`src/rtl/jump_ctl.sv`:
```
// MIX jump-instruction controller: conditional jumps (op 39) and register-sign jumps (op 40..47).
// Optional macro JREG_PARITY_EN adds the even/odd register jumps (fields 6 and 7 of op 40..47).
//
// state  | meaning
// IDLE   | waiting for start, inputs latched on acceptance
// READ   | one-cycle register read strobe
// RWAIT  | register data returns, captured at end of cycle
// EVAL   | jump condition resolved, results registered
// COMMIT | done/taken/side-effect pulses visible for one cycle
module jump_ctl (
    input  logic        clk,
    input  logic        rst_n,
    input  logic        start,
    input  logic [5:0]  op,
    input  logic [5:0]  field,
    input  logic [11:0] m,
    input  logic [11:0] pc_next,
    input  logic [1:0]  cmp,
    input  logic        ovf,
    output logic        rd_req,
    output logic [2:0]  rd_idx,
    input  logic [30:0] rd_data,
    output logic        busy,
    output logic        done,
    output logic        taken,
    output logic        pc_load,
    output logic [11:0] pc_out,
    output logic        rj_we,
    output logic [11:0] rj_out,
    output logic        ovf_clr,
    output logic        err
);

    typedef enum logic [2:0] {
        IDLE   = 3'd0,
        READ   = 3'd1,
        RWAIT  = 3'd2,
        EVAL   = 3'd3,
        COMMIT = 3'd4
    } state_t;

    state_t      state_q, state_d;
    logic [5:0]  op_q, op_d;
    logic [5:0]  field_q, field_d;
    logic [11:0] m_q, m_d;
    logic [11:0] pcn_q, pcn_d;
    logic [30:0] data_q, data_d;

    logic        rd_req_q, rd_req_d;
    logic [2:0]  rd_idx_q, rd_idx_d;
    logic        busy_q, busy_d;
    logic        done_q, done_d;
    logic        taken_q, taken_d;
    logic        pc_load_q, pc_load_d;
    logic [11:0] pc_out_q, pc_out_d;
    logic        rj_we_q, rj_we_d;
    logic [11:0] rj_out_q, rj_out_d;
    logic        ovf_clr_q, ovf_clr_d;
    logic        err_q, err_d;

    logic        mag_zero, is_neg, is_pos;
    logic        legal, cond;

    // Sign-magnitude: -0 has zero magnitude and counts as neither negative nor positive.
    always_comb begin
        mag_zero = (data_q[29:0] == 30'd0);
        is_neg   = data_q[30] & ~mag_zero;
        is_pos   = ~data_q[30] & ~mag_zero;
        legal    = 1'b1;
        cond     = 1'b0;
        if (op_q == 6'd39) begin
            case (field_q)
                6'd0, 6'd1: cond = 1'b1;
                6'd2:       cond = ovf;
                6'd3:       cond = ~ovf;
                6'd4:       cond = (cmp == 2'd0);
                6'd5:       cond = (cmp == 2'd1);
                6'd6:       cond = (cmp == 2'd2);
                6'd7:       cond = (cmp != 2'd0);
                6'd8:       cond = (cmp != 2'd1);
                6'd9:       cond = (cmp != 2'd2);
                default:    legal = 1'b0;
            endcase
        end else begin
            case (field_q)
                6'd0:    cond = is_neg;
                6'd1:    cond = mag_zero;
                6'd2:    cond = is_pos;
                6'd3:    cond = ~is_neg;
                6'd4:    cond = ~mag_zero;
                6'd5:    cond = ~is_pos;
`ifdef JREG_PARITY_EN
                6'd6:    cond = ~data_q[0];
                6'd7:    cond = data_q[0];
`endif
                default: legal = 1'b0;
            endcase
        end
    end

    always_comb begin
        state_d   = state_q;
        op_d      = op_q;
        field_d   = field_q;
        m_d       = m_q;
        pcn_d     = pcn_q;
        data_d    = data_q;
        done_d    = 1'b0;
        taken_d   = 1'b0;
        pc_load_d = 1'b0;
        pc_out_d  = 12'd0;
        rj_we_d   = 1'b0;
        rj_out_d  = 12'd0;
        ovf_clr_d = 1'b0;
        err_d     = 1'b0;
        case (state_q)
            IDLE: begin
                if (start) begin
                    op_d    = op;
                    field_d = field;
                    m_d     = m;
                    pcn_d   = pc_next;
                    if (op == 6'd39) begin
                        state_d = EVAL;
                    end else if (op >= 6'd40 && op <= 6'd47) begin
                        state_d = READ;
                    end else begin
                        state_d = COMMIT;
                        done_d  = 1'b1;
                        err_d   = 1'b1;
                    end
                end
            end
            READ:  state_d = RWAIT;
            RWAIT: begin
                data_d  = rd_data;
                state_d = EVAL;
            end
            EVAL: begin
                state_d = COMMIT;
                done_d  = 1'b1;
                if (legal) begin
                    taken_d   = cond;
                    pc_load_d = cond;
                    pc_out_d  = cond ? m_q : 12'd0;
                    // JSJ jumps without saving the return address.
                    rj_we_d   = cond && !(op_q == 6'd39 && field_q == 6'd1);
                    rj_out_d  = rj_we_d ? pcn_q : 12'd0;
                    ovf_clr_d = (op_q == 6'd39) && (field_q == 6'd2 || field_q == 6'd3);
                end else begin
                    err_d = 1'b1;
                end
            end
            COMMIT:  state_d = IDLE;
            default: state_d = IDLE;
        endcase
        busy_d   = (state_d != IDLE);
        rd_req_d = (state_d == READ);
        // Opcodes 40..47 carry the register index in their low three bits.
        rd_idx_d = rd_req_d ? op_d[2:0] : 3'd0;
    end

    always_ff @(posedge clk or negedge rst_n) begin
        if (!rst_n) begin
            state_q   <= IDLE;
            op_q      <= 6'd0;
            field_q   <= 6'd0;
            m_q       <= 12'd0;
            pcn_q     <= 12'd0;
            data_q    <= 31'd0;
            rd_req_q  <= 1'b0;
            rd_idx_q  <= 3'd0;
            busy_q    <= 1'b0;
            done_q    <= 1'b0;
            taken_q   <= 1'b0;
            pc_load_q <= 1'b0;
            pc_out_q  <= 12'd0;
            rj_we_q   <= 1'b0;
            rj_out_q  <= 12'd0;
            ovf_clr_q <= 1'b0;
            err_q     <= 1'b0;
        end else begin
            state_q   <= state_d;
            op_q      <= op_d;
            field_q   <= field_d;
            m_q       <= m_d;
            pcn_q     <= pcn_d;
            data_q    <= data_d;
            rd_req_q  <= rd_req_d;
            rd_idx_q  <= rd_idx_d;
            busy_q    <= busy_d;
            done_q    <= done_d;
            taken_q   <= taken_d;
            pc_load_q <= pc_load_d;
            pc_out_q  <= pc_out_d;
            rj_we_q   <= rj_we_d;
            rj_out_q  <= rj_out_d;
            ovf_clr_q <= ovf_clr_d;
            err_q     <= err_d;
        end
    end

    assign rd_req  = rd_req_q;
    assign rd_idx  = rd_idx_q;
    assign busy    = busy_q;
    assign done    = done_q;
    assign taken   = taken_q;
    assign pc_load = pc_load_q;
    assign pc_out  = pc_out_q;
    assign rj_we   = rj_we_q;
    assign rj_out  = rj_out_q;
    assign ovf_clr = ovf_clr_q;
    assign err     = err_q;

endmodule

```
`config.mk`:
```
export PLATFORM = sky130hd
export DESIGN_NAME = jump_ctl
export DESIGN_NICKNAME = d
export VERILOG_FILES = /design/src/rtl/jump_ctl.sv
export SDC_FILE = /design/constraint.sdc
export NUM_CORES = 1
export LEC_CHECK = 0
export CAP_MARGIN = 20
export CELL_PAD_IN_SITES_DETAIL_PLACEMENT = 1
export CELL_PAD_IN_SITES_GLOBAL_PLACEMENT = 1
export CORE_ASPECT_RATIO = 1.5
export CORE_MARGIN = 2
export CORE_UTILIZATION = 24
export CTS_BUF_LIST = sky130_fd_sc_hd__clkbuf_8
export DETAILED_ROUTE_END_ITERATION = 12
export PLACE_DENSITY_LB_ADDON = 0.1
export SYNTH_ARGS = -nofsm -noshare
export SYNTH_HDL_FRONTEND = slang
export SYNTH_SLANG_ARGS = --single-unit
```
`constraint.sdc`:
```
create_clock -name clk -period 3.3 [get_ports clk]
set_input_delay 0.99 -clock clk [delete_from_list [all_inputs] [get_ports clk]]
set_output_delay 0.99 -clock clk [all_outputs]
set_load 0.02 [all_outputs]
```
==> impl_metrics.csv <==
group,metric,value,unit
floorplanning,start_util,24.56,%
floorplanning,rows,58,
synth,syn-instance-count,300,
setup_path,crit_type,"input pin to flop",
grt,grt_pass1_vias,3037,
place,dpl_cell_area,5440,um^2
cts,cts.path.max_buffers,2,
min_path,hold_class,"flop to flop",
cts,post_cts_buffers,0,
floorplanning,fp.dieH,164.4,um
timing,rsz0062_at_grt,"false",
routing,avgViaCountPerCell,4.367,
place,dp_hpwl,7240,um
cts,cts.sinks,104,
cts,cts_root_buffer,"clkbuf_8",
floorplanning,die_w,110.9,um
routing,drc_errors,0,
routing,vias,2725,
timing,fmax,0.4078,GHz
routing,dr.pass1.iters,4,
routing,ant_nets,0,
routing,avgRoutedWirePerCell,15.92,um
setup_path,crit_arrival,2.73,ns
run,drv_cap,0,
place,port_buffers,107,
place,place_ws,0.4804,ns
synth,async_flop_share,100.0,%
synth,synthesis.area,4116,um^2
setup_path,critPathMaxFanout,26,
cts,h-tree-depth,3,
timing,period_needed,2.452,ns
grt,grt_usage,11.34,%
synth,synth_cell_types,41,
final_layout,nets,483,
timing,relSlewSlack,63.86,%
timing,finalSetupTns,0,ns
cts,clock_latency,0.37,ns
power_and_ir_drop,powerDensity,770.7,nW/um^2
synth,ys_ff_latch,104,
final_layout,drive_gt1_share,22.95,%
power_and_ir_drop,peakVddDrop,0.2863,mV
routing,drt_iter0_markers,83,
final_layout,area.growth.synth_to_final,37.84,%
floorplanning,dieArea,18240,um^2
timing,drv_slew,0,
grt,gr-total-overflow,0,
cts,holdBufCountCts,0,
routing,drt-total-wl,9936,um
cts,path_clk_slew,0.10,ns
timing,setup_viol,0,
synth,synth_area_per_cell,13.72,um^2
power_and_ir_drop,finalPower,0.004373,W
grt,grt_pass1_wl,15990,um
floorplanning,ioPinCount,108,
timing,finalHoldViolCount,0,
setup_path,start_kind,"input pin",
final_layout,num_antenna_cells,0,
timing,setup_slack,0.8476,ns
timing,clock_skew,0.01815,ns
cts,cts_resized,0,
synth,synth_edf_count,0,
synth,ys.flop_type,"dfrtp_1",
power_and_ir_drop,power_leakage,2.298,nW
synth,syn-num-nets,373,
timing,finalCritPeriodShare,74.32,%
cts,cts_tree,"yes",
final_layout,nFillCells,1812,
cts,cts_made_buffers,9,
final_layout,fin_area,5674,um^2
run_status,status,"finished, final reports clean",
floorplanning,fp.coreArea,16760,um^2
setup_path,endpoint_kind,"flop",
synth,ys_seq_area_share,63.22,%
timing,whs,0.4971,ns
grt,grt_max_degree,42,
setup_path,required,3.58,ns
grt,antenna_found_initial,0,
place,gp_congestion,0.6928,
timing,worstMarginPinSlew,0.5422,ns
synth,yosys_warnings,0,
## worst max-delay path, stage by stage
cell and delay (ns):
clkdlybuf4s50_1 0.48, and3b_1 0.24, o21ai_0 0.09, a31o_1 0.24, a21oi_1 0.17, a21oi_2 0.05
buf_4 0.23, nor3b_1 0.24
## synthesized netlist by cell type, types with 2 or more instances
library cell | n | area, um^2
o31ai_1 | 2 | 15.01
mux2_2 | 65 | 732.0
nand4_1 | 2 | 12.51
nor2b_1 | 6 | 37.54
clkbuf_1 | 2 | 7.510
nand2_1 | 20 | 75.07
o21ai_0 | 7 | 35.03
or3_1 | 2 | 12.51
and4_1 | 2 | 17.52
nor4_1 | 7 | 43.79
buf_2 | 10 | 50.05
inv_1 | 5 | 18.77
buf_4 | 2 | 15.01
nand3_1 | 6 | 30.03
nor3b_1 | 11 | 82.58
dfrtp_1 | 104 | 2603
and3b_1 | 2 | 17.52
a31oi_1 | 3 | 18.77
nor2_1 | 18 | 67.56
a21oi_1 | 3 | 15.01
## cell type report
class	instances	area, um^2	share of cell area, %
tap	210	262.8	4.631
inverter	5	18.77	0.3308
clock buffer	9	123.9	2.183
timing repair buffer	114	1134	19.98
multi-input combinational	176	1423	25.07
clock inverter	6	110.1	1.940
sequential	104	2603	45.87
## final timing paths
path                            start         to  slack (ns)  depth (start not counted)
setup / recovery               cmp[0]  rj_out[7]        0.85                          8
hold / removal                 m_q[3]  pc_out[3]        0.50                          2
setup reg to reg           data_q[17]  rj_out[7]        1.07                          6
hold reg to reg                m_q[3]  pc_out[3]        0.50                          2
max in group asynchronous       rst_n     m_q[9]        1.94                          2
min in group asynchronous       rst_n  rd_idx[2]        0.61                          1
## metal layers
metal / global-route usage, % / wire [um]
met1: 12.99 / 4103
met2: 20.44 / 5271
met3: 2.789 / 444
met4: 4.375 / 116
met5: 0 / 0
## placed cells by master (no fill, tap or decap), types with 2 or more instances in the layout
cell	instances
mux2_2	65
and4_1	2
a31oi_1	3
o21ai_0	7
nor2b_1	5
nor4b_4	2
nand4_1	2
nand2_1	20
buf_4	7
bufinv_16	3
a21oi_1	3
nand3_1	6
clkbuf_8	9
and3b_1	2
inv_1	6
clkdlybuf4s50_1	106
or3_1	2
o31ai_1	2
nor3b_1	11
dfrtp_1	104
nor2_1	18
nor4_1	7
## registers in the layout, summed over array words and instances, names as in the netlist, 3 cells and up
signal and flops:
data_q 31, m_q 12, pcn_q 12, rj_out 12, field_q 6, rd_idx 3
op_q 6, pc_out 12, state_q 3
## stage by stage
| stage | util, % | cells |
|---|---|---|
| 3_5_place_dp | 32.45 | 609 |
| 3_3_place_gp | 32.45 | 609 |
| 4_1_cts | 33.85 | 624 |
| 2_1_floorplan | - | 300 |
| 6_report | 33.85 | 624 |
| 5_1_grt | 33.85 | 624 |
## power by group
part	switching (W)	internal, W
sequential	0.000330	0.00175
combinational	0.000567	0.000794
clock	0.000429	0.000499
## cells by family (layout without fill, tap and decap cells)
kind of cell	after synthesis	count (layout)	share of synthesized area (%)
buffers and inverters	20	134	2.492
AND/OR/NAND/NOR	87	87	12.58
AO/OA/AOI/OAI	24	24	3.921
flip-flops	104	104	63.22
multiplexers	65	65	17.78
(Power assumes the default switching activity.)
